--- src/rtl/wb_arb_pkg.sv ---
`default_nettype none
// +----------------------------------------------------------------------------+
// | Module   : wb_arb_pkg                                                       |
// | Brief    : Shared types and default widths for the write-port arbiter.     |
// | Revision : 1.0                                                              |
// +----------------------------------------------------------------------------+
package wb_arb_pkg;

    localparam int c_DEF_DEPTH     = 2;
    localparam int c_DEF_DATA_W    = 32;
    localparam int c_DEF_ADDR_W    = 5;
    localparam int c_DEF_MAX_DEFER = 4;

    typedef enum logic [0:0] {
        NORMAL = 1'b0,
        DRAIN  = 1'b1
    } arb_state_t;

    typedef enum logic [1:0] {
        SRC_NONE = 2'd0,
        SRC_PIPE = 2'd1,
        SRC_BUF  = 2'd2,
        SRC_MDU  = 2'd3
    } arb_src_t;

endpackage
`default_nettype wire

--- src/rtl/wb_arb_fifo.sv ---
`default_nettype none
// +----------------------------------------------------------------------------+
// | Module   : wb_arb_fifo                                                      |
// | Brief    : DEPTH-entry circular buffer of {dest,data} for MDU results.      |
// | Revision : 1.0                                                              |
// +----------------------------------------------------------------------------+
module wb_arb_fifo
    import wb_arb_pkg::*;
#(
    parameter int DEPTH  = c_DEF_DEPTH,
    parameter int DATA_W = c_DEF_DATA_W,
    parameter int ADDR_W = c_DEF_ADDR_W,
    localparam int CNT_W = $clog2(DEPTH + 1)
) (
    input  logic              clk,
    input  logic              rst,
    input  logic              push,
    input  logic [ADDR_W-1:0] push_dest,
    input  logic [DATA_W-1:0] push_data,
    input  logic              pop,
    output logic [ADDR_W-1:0] head_dest,
    output logic [DATA_W-1:0] head_data,
    output logic [CNT_W-1:0]  count
);

    localparam int c_PTR_W = (DEPTH > 1) ? $clog2(DEPTH) : 1;

    logic [ADDR_W-1:0]  r_mem_dest [DEPTH];
    logic [DATA_W-1:0]  r_mem_data [DEPTH];
    logic [c_PTR_W-1:0] r_wr_ptr;
    logic [c_PTR_W-1:0] r_rd_ptr;
    logic [CNT_W-1:0]   r_count;

    function automatic logic [c_PTR_W-1:0] f_next(input logic [c_PTR_W-1:0] ptr);
        return (ptr == c_PTR_W'(DEPTH - 1)) ? '0 : ptr + 1'b1;
    endfunction

    always_ff @(posedge clk or negedge rst) begin
        if (!rst) begin
            r_wr_ptr <= '0;
            r_rd_ptr <= '0;
            r_count  <= '0;
        end else begin
            if (push)
                r_wr_ptr <= f_next(r_wr_ptr);
            if (pop)
                r_rd_ptr <= f_next(r_rd_ptr);
            if (push && !pop)
                r_count <= r_count + CNT_W'(1);
            else if (pop && !push)
                r_count <= r_count - CNT_W'(1);
        end
    end

    // Payload storage needs no reset: entries are only read once counted valid.
    always_ff @(posedge clk) begin
        if (push) begin
            r_mem_dest[r_wr_ptr] <= push_dest;
            r_mem_data[r_wr_ptr] <= push_data;
        end
    end

    assign head_dest = r_mem_dest[r_rd_ptr];
    assign head_data = r_mem_data[r_rd_ptr];
    assign count     = r_count;

endmodule
`default_nettype wire

--- src/rtl/wb_write_arbiter.sv ---
`default_nettype none
// +----------------------------------------------------------------------------+
// | Module   : wb_write_arbiter                                                 |
// | Brief    : Shares the register-file write port between WB and the MDU.     |
// |            Define WB_ARB_PERF_EN to add conflict/drain perf counters.      |
// | Revision : 1.0                                                              |
// +----------------------------------------------------------------------------+
module wb_write_arbiter
    import wb_arb_pkg::*;
#(
    parameter int DEPTH     = c_DEF_DEPTH,
    parameter int DATA_W    = c_DEF_DATA_W,
    parameter int ADDR_W    = c_DEF_ADDR_W,
    parameter int MAX_DEFER = c_DEF_MAX_DEFER,
    localparam int CNT_W    = $clog2(DEPTH + 1)
) (
    input  logic              clk,
    input  logic              rst,
    input  logic              pipe_we,
    input  logic [ADDR_W-1:0] pipe_dest,
    input  logic [DATA_W-1:0] pipe_data,
    input  logic              mdu_valid,
    output logic              mdu_ready,
    input  logic [ADDR_W-1:0] mdu_dest,
    input  logic [DATA_W-1:0] mdu_data,
    output logic              rf_we,
    output logic [ADDR_W-1:0] rf_dest,
    output logic [DATA_W-1:0] rf_data,
    output logic              pipe_stall,
    output logic [CNT_W-1:0]  buf_count
`ifdef WB_ARB_PERF_EN
    ,
    output logic [31:0]       conflict_cnt,
    output logic [31:0]       drain_cnt
`endif
);

    localparam int c_DEF_W = $clog2(MAX_DEFER + 1);

    arb_state_t         r_state;
    logic [c_DEF_W-1:0] r_defer_cnt;
    arb_src_t           w_sel;
    logic               w_mdu_xfer;
    logic               w_push;
    logic               w_pop;
    logic [ADDR_W-1:0]  w_head_dest;
    logic [DATA_W-1:0]  w_head_data;
    logic [CNT_W-1:0]   w_count;

    assign mdu_ready  = rst && (w_count < CNT_W'(DEPTH)) && (r_state == NORMAL);
    assign w_mdu_xfer = mdu_valid && mdu_ready;

    always_comb begin
        w_sel = SRC_NONE;
        if (r_state == DRAIN)
            w_sel = (w_count != '0) ? SRC_BUF : SRC_NONE;
        else if (pipe_we && (pipe_dest != '0))
            w_sel = SRC_PIPE;
        else if (w_count != '0)
            w_sel = SRC_BUF;
        else if (w_mdu_xfer && (mdu_dest != '0))
            w_sel = SRC_MDU;
    end

    // A handshake to r0 completes but is discarded rather than buffered.
    assign w_pop  = (w_sel == SRC_BUF);
    assign w_push = w_mdu_xfer && (mdu_dest != '0) && (w_sel != SRC_MDU);

    wb_arb_fifo #(
        .DEPTH  (DEPTH),
        .DATA_W (DATA_W),
        .ADDR_W (ADDR_W)
    ) u_fifo (
        .clk       (clk),
        .rst       (rst),
        .push      (w_push),
        .push_dest (mdu_dest),
        .push_data (mdu_data),
        .pop       (w_pop),
        .head_dest (w_head_dest),
        .head_data (w_head_data),
        .count     (w_count)
    );

    assign buf_count = w_count;

    always_ff @(posedge clk or negedge rst) begin
        if (!rst) begin
            rf_we       <= 1'b0;
            rf_dest     <= '0;
            rf_data     <= '0;
            pipe_stall  <= 1'b0;
            r_state     <= NORMAL;
            r_defer_cnt <= '0;
        end else begin
            rf_we <= (w_sel != SRC_NONE);
            case (w_sel)
                SRC_PIPE: begin
                    rf_dest <= pipe_dest;
                    rf_data <= pipe_data;
                end
                SRC_BUF: begin
                    rf_dest <= w_head_dest;
                    rf_data <= w_head_data;
                end
                SRC_MDU: begin
                    rf_dest <= mdu_dest;
                    rf_data <= mdu_data;
                end
                default: ;
            endcase

            case (r_state)
                NORMAL: begin
                    if (w_pop || (w_count == '0)) begin
                        r_defer_cnt <= '0;
                    end else if (w_sel == SRC_PIPE) begin
                        r_defer_cnt <= r_defer_cnt + c_DEF_W'(1);
                        // The loss that reaches the limit forces a drain next cycle.
                        if (r_defer_cnt == c_DEF_W'(MAX_DEFER - 1)) begin
                            r_state    <= DRAIN;
                            pipe_stall <= 1'b1;
                        end
                    end
                end
                DRAIN: begin
                    if (w_count <= CNT_W'(1)) begin
                        r_state     <= NORMAL;
                        pipe_stall  <= 1'b0;
                        r_defer_cnt <= '0;
                    end
                end
                default: begin
                    r_state    <= NORMAL;
                    pipe_stall <= 1'b0;
                end
            endcase
        end
    end

`ifdef WB_ARB_PERF_EN
    always_ff @(posedge clk or negedge rst) begin
        if (!rst) begin
            conflict_cnt <= '0;
            drain_cnt    <= '0;
        end else begin
            if ((w_sel == SRC_PIPE) && ((w_count != '0) || mdu_valid) && (conflict_cnt != '1))
                conflict_cnt <= conflict_cnt + 32'd1;
            if ((r_state == DRAIN) && (drain_cnt != '1))
                drain_cnt <= drain_cnt + 32'd1;
        end
    end
`endif

endmodule
`default_nettype wire

--- config.mk ---
export PLATFORM = sky130hd
export DESIGN_NAME = wb_write_arbiter
export DESIGN_NICKNAME = d
export VERILOG_FILES = /design/src/rtl/wb_arb_pkg.sv /design/src/rtl/wb_arb_fifo.sv /design/src/rtl/wb_write_arbiter.sv
export SDC_FILE = /design/constraint.sdc
export NUM_CORES = 1
export LEC_CHECK = 0
export CORE_MARGIN = 5
export CORE_UTILIZATION = 40
export CTS_CLUSTER_DIAMETER = 50
export DETAILED_ROUTE_END_ITERATION = 8
export PLACE_DENSITY = 0.65
export RECOVER_POWER = 25
export SYNTH_ARGS = -nofsm -noshare
export SYNTH_HDL_FRONTEND = slang
export SYNTH_SLANG_ARGS = --single-unit
--- constraint.sdc ---
create_clock -name clk -period 7.4 [get_ports clk]
set_input_delay 0.74 -clock clk [delete_from_list [all_inputs] [get_ports clk]]
set_output_delay 0.74 -clock clk [all_outputs]
set_load 0.02 [all_outputs]
# Word-level counts from Yosys, hierarchy flattened
# Memories as Yosys holds them, arrays and structs flattened.
# Index checks and enable logic that the tools add are counted.
[totals] input_bits=78 output_inout_bits=42 wordCells=76 ramBits=74 n_memories=2 register_bits=47
[mem_list] name="u_fifo.r_mem_data" depth=2 word_bits=32 rd=1 rd_ports_with_merged_regs=0 wr=1 line_no="wb_arb_fifo.sv:29" text="logic [DATA_W-1:0] r_mem_data [DEPTH];"
[mem_list] name="u_fifo.r_mem_dest" depth=2 word_bits=5 rd=1 rd_ports_with_merged_regs=0 wr=1 line_no="wb_arb_fifo.sv:28" text="logic [ADDR_W-1:0] r_mem_dest [DEPTH];"
[op_classes] eq_ne=10 n_lt_le_gt_ge=2 n_bitwise=1 n_addsub=5 n_reduce_logical=20 n_mux=27
[ops] cell="32-bit one-hot mux with 3 select lines" n=1
[ops] cell="5-bit one-hot mux with 3 select lines" n=1
[ops] cell="2-bit two-way mux" n=7
[ops] cell="1-bit two-way mux" n=12
[ops] cell="5-bit nonzero test" n=2
[ops] cell="3-bit two-way mux" n=3
[ops] cell="1-bit logical AND" n=8
[ops] cell="2-bit by 1-bit inequality test with 1-bit output (second input constant)" n=3
[ops] cell="3-bit one-hot mux with 2 select lines" n=1
[ops] cell="2-bit nonzero test" n=3
[ops] cell="2-bit equality test (second input constant)" n=2
[ops] cell="2-bit inequality test (second input constant)" n=2
[ops] cell="1-bit one-hot mux with 2 select lines" n=2
[ops] cell="4-bit AND reduction" n=1
[ops] cell="3-bit by 1-bit adder with 3-bit output (second input constant)" n=1
[ops] cell="3-bit by 2-bit equality test with 1-bit output (second input constant)" n=1
[ops] cell="3-bit by 1-bit inequality test with 1-bit output (second input constant)" n=1
[ops] cell="3-bit nonzero test" n=1
[ops] cell="1-bit adder (second input constant)" n=2
[ops] cell="2-bit by 1-bit adder with 2-bit output (second input constant)" n=1
[ops] cell="2-bit by 1-bit equality test with 1-bit output (second input constant)" n=1
[ops] cell="2-bit by 1-bit less-or-equal comparator with 1-bit output (second input constant)" n=1
[ops] cell="1-bit zero test" n=2
[ops] cell="2-bit zero test" n=1
[ops] cell="5 further kinds" n=5

# Logic depth before layout (Yosys ltp)
[logic_depth] depth_word=15 mapped_depth=8 mapped_depth_nobuf=7

# Cells and area by module
# Synthesis repeated with hierarchy kept, for this count alone.
[hier_totals] hier_cells=420 hier_area_um2=5552.8
[modules_own_cells] module="wb_arb_fifo" area_per_inst_um2=2929.1 cells_per_inst=129 n_inst=1 seq_area_each_um2=2322.2
[modules_own_cells] module="wb_write_arbiter" area_per_inst_um2=2623.8 cells_per_inst=291 n_inst=1 seq_area_each_um2=1076.0

# Worst setup path before layout
# No wires, ideal clock.
[synth_path] path_kind="in2reg" startpoint="input port pipe_we" endpoint="memory u_fifo.r_mem_data[0][0] (netlist name) (enable)" setup_time_ns=0.477 t_required_ns=6.923 path_stages=5 path_buffers=1 setup_slack_ns=2.811 arrival_ns=4.111 cell_sequence="nor2b_1 > o31a_1 > buf_2 > nor2_1 > nor3_1"
[synth_via] elab_chain_cells=7
[synth_rtl] element="start: declaration" line_no="wb_write_arbiter.sv:19" text="input logic pipe_we,"
[synth_rtl] element="1-bit logical AND" line_no="wb_write_arbiter.sv:57" text="else if (pipe_we && (pipe_dest != '0))"
[synth_rtl] element="2-bit two-way mux" line_no="wb_write_arbiter.sv:57"
[synth_rtl] element="2-bit two-way mux" line_no="wb_write_arbiter.sv:55" text="if (r_state == DRAIN)"
[synth_rtl] element="2-bit inequality test" line_no="wb_write_arbiter.sv:67" text="assign w_push = w_mdu_xfer && (mdu_dest != '0) && (w_sel != SRC_MDU);"
[synth_rtl] element="1-bit logical AND" line_no="wb_write_arbiter.sv:67"
[synth_rtl] element="1-bit two-way mux" line_no="wb_arb_fifo.sv:57" text="if (push) begin"
[synth_rtl] element="1-bit two-way mux (not written as such)" line_no="wb_arb_fifo.sv:59" text="r_mem_data[r_wr_ptr] <= push_data;"
[synth_rtl] element="end: declaration" line_no="wb_arb_fifo.sv:29"
# Every way passes these cells.

# Worst setup path after layout
[layout_path] startpoint="input port pipe_we" endpoint="memory u_fifo.r_mem_data[0][10] (netlist name) (enable)"
# The elaborated chain is that of the path after synthesis.

==> results_dict.tcl <==
set metrics [dict create \
    status "complete, no violations" \
    drt-total-wl_um 12900 \
    overflow 0 \
    core_area_sq_um 13100 \
    clk_path_buf_depth 2 \
    slew_violations 0 \
    viasPerCell 5.34 \
    synth_area_leader_cell "edfxtp_1" \
    post-route-min-period_ns 3.32 \
    synth_compound_area_share_pct 19.1 \
    io_pins 120 \
    drt_iter0_drc 223 \
    yosys-mux-area-fraction_pct 7.90 \
    hold_viol 0 \
    start_util_pct 40.5 \
    grt_pass1_wl_um 20800 \
    synth-edff-count 74 \
    htree_levels 4 \
    cts_tree "yes" \
    path_cells "clkdlybuf4s50_1, nor2b_1, o31a_1, buf_4, nor2_1, nor3_2, buf_4" \
    grtUsageTotal_pct 16.8 \
    grt_max_degree 50 \
    yosys_most_used_dff "edfxtp_1" \
    async_flop_share_pct 38.8 \
    skew_ns 0.0108 \
    drc 0 \
    max_cap_violations 0 \
    critPathRequiredTime_ns 7.45 \
    gp_congestion 0.726 \
    crit_arrival_ns 3.36 \
    tns_ns 0 \
    syn_inst 344 \
    avgSynthCellArea_sq_um 15.5 \
    final_layout_size_suffix_gt1_share_pct 21.8 \
    synthSimpleGateAreaFrac_pct 4.75 \
    num_vias 3484 \
    yosysWarnings 0 \
    synth_top_area_share_pct 41.8 \
    hold_buffers 0 \
    cp-start-kind "primary input" \
    synth_area_sq_um 5320 \
    area_growth_pct 35.0 \
    critical_path_class "in2reg" \
    crit_fanout 28 \
    slew_headroom_pct 18.2 \
    grt_pass1_vias 3801 \
    tightest_slew_ns 1.23 \
    fmax_mhz 301 \
    die_area_sq_um 15700 \
    cts_root_buffer "clkbuf_16" \
    whs_ns 0.474 \
    crit_buf_inv 3 \
    slowest_stage "nor3_2" \
    p_per_area_nw_per_um2 366 \
    cts_num_sinks 121 \
    synth_top_family_by_area "compound AO/OA/AOI/OAI gates" \
    synth_seq_area_share_pct 63.9 \
    vdd_drop_max_mv 0.214 \
    cts_setup_buffers 0 \
    wl_per_cell_um 19.8 \
    antenna_found_initial 0 \
    finalSetupViolations 0 \
    cts_buffers 17 \
    p_leak_nw 2.61 \
    clk_pin_slew_ns 0.05 \
    die_width_um 125 \
    cp_common_cell "buf_4" \
    synth.net_count 427 \
    synth.area.top_cells "edfxtp_1 (42%), dfrtp_1 (22%), mux2_2 (6.8%)" \
    slowest_delay_ns 0.58 \
    nets 547 \
    critPathCaptureType "flip-flop" \
    placementRows 42 \
    critPathTopFamily "buffers and inverters" \
    yosysUniqueCellTypes 47 \
    ys_seq_elements 121 \
    n_antenna_cell 0 \
    cts-resized-gates 0 \
    rsz0062_at_grt "no" \
    drt_pass1_iterations 4 \
    synth_xor_area_share_pct 0.659 \
    fin_crit_sh_pct 44.8 \
    ant_nets 0 \
    hold_class "in2async" \
    clock_latency_ns 0.40 \
    die_h_um 125 \
    fin_total_pwr_mw 2.63 \
    synthAdderAreaFrac_pct 1.18 \
    dp_hpwl_um 8330 \
    portBuffers 119 \
]
[sequential cells by signal, summed over array words and instances, names as in the netlist]
| name | cells |
|---|---|
| r_defer_cnt | 3 |
| pipe_stall | 1 |
| rf_we | 1 |
| r_state | 1 |
| u_fifo.r_rd_ptr | 1 |
| u_fifo.r_wr_ptr | 1 |
| u_fifo.r_mem_dest | 10 |
| u_fifo.r_mem_data | 64 |
| rf_data | 32 |
| rf_dest | 5 |
| u_fifo.count | 2 |
[power by group]
group | internal (mW) | leakage (nW) | switching (mW) | total, mW
Sequential | 0.873 | 1.23 | 0.125 | 0.999
Combinational | 0.467 | 1.13 | 0.446 | 0.912
Clock | 0.452 | 0.256 | 0.266 | 0.718
Total | 1.79 | 2.61 | 0.837 | 2.63
[metrics by stage]
step,util [%],instances,worst slack [ns],instance area (sq um)
floorplan,-,344,2.81,5320
global placement,50.7,621,3.69,6660
detailed placement,50.7,621,3.63,6660
CTS,54.7,653,4.06,7180
global route,54.7,653,3.90,7180
finish,54.7,653,4.08,7180
[layout by cell type, fill, tap and decap left out, types with 2 or more instances in the layout]
| cell | instances |
|---|---|
| o32a_1 | 3 |
| buf_4 | 6 |
| o221a_2 | 12 |
| edfxtp_1 | 74 |
| a2111oi_0 | 2 |
| o21ai_0 | 2 |
| a2bb2oi_1 | 10 |
| clkinv_2 | 4 |
| clkbuf_16 | 17 |
| dlygate4sd3_1 | 16 |
| inv_1 | 4 |
| a21boi_0 | 12 |
| o22a_1 | 12 |
| o221ai_1 | 9 |
| xor2_1 | 2 |
| a211oi_1 | 2 |
| a2bb2oi_2 | 10 |
| clkbuf_8 | 3 |
| clkbuf_1 | 8 |
| nor2b_1 | 3 |
| nor2_1 | 5 |
| xnor2_1 | 2 |
| nor3_1 | 4 |
| nand2_1 | 22 |
| dfrtp_1 | 46 |
| a21bo_2 | 2 |
| mux2_2 | 32 |
| nor3b_1 | 3 |
| mux2i_1 | 6 |
| and2_1 | 3 |
| a21o_1 | 2 |
| o221ai_2 | 10 |
| clkdlybuf4s50_1 | 102 |
| o211a_1 | 3 |
| ha_1 | 4 |
[routing by layer]
layer	up-vias	track usage, %	share of wire (%)
met3	6	4.01	3.8
met5	-	0	0
met1	1774	21.9	44
met2	86	28.3	51
met4	0	4.78	0.67
li1	1618	-	-
[worst register-to-register path: cells and delay by family, from the launching register on]
family                   cells  cell delay [ns]
adder cells (fa/ha/maj)      1             0.93
AO/OA/AOI/OAI                3             0.97
buffers and inverters        3             0.82
flip-flops                   1             0.44
[Yosys cell counts (all sizes together), types with 3 or more instances]
cell	n
a21boi	12
a2bb2oi	20
and2	4
buf	13
clkbuf	11
dfrtp	47
edfxtp	74
ha	5
inv	4
mux2	32
mux2i	6
nand2	22
nor2	5
nor2b	3
nor3	5
nor3b	3
o211a	3
o221a	12
o221ai	19
o22a	12
o32a	3
[kinds of logic after synthesis]
kind of cell               Yosys count
DFF                                121
AOI/OAI and AO/OA                  100
and+or+nand+nor                     48
muxes                               38
buffers and inverters               28
adders and majority gates            5
xor gates and xnor gates             4
[worst paths after layout]
check | slack (ns) | endpoint | from | cells past startpoint
hold reg to reg | 0.48 | r_defer_cnt[2] | r_defer_cnt[2] | 2
hold / removal | 0.47 | rf_data[2] | rst | 2
min in group clk | 0.48 | r_defer_cnt[2] | r_defer_cnt[2] | 2
max in group asynchronous | 6.43 | u_fifo.r_rd_ptr | rst | 2
setup reg to reg | 4.14 | rf_data[31] | u_fifo.count[1] | 7
setup / recovery | 4.08 | u_fifo.r_mem_data[0][10] | pipe_we | 7
[layout make-up]
type | instances | area, sq um
Fill cell | 1121 | 5960
Sequential cell | 121 | 3400
Multi-Input combinational cell | 195 | 1800
Timing Repair Buffer | 125 | 1230
Clock buffer | 28 | 497
Tap cell | 176 | 220
Clock inverter | 4 | 20.0
Inverter | 4 | 15.0
(Power assumes the default switching activity.)
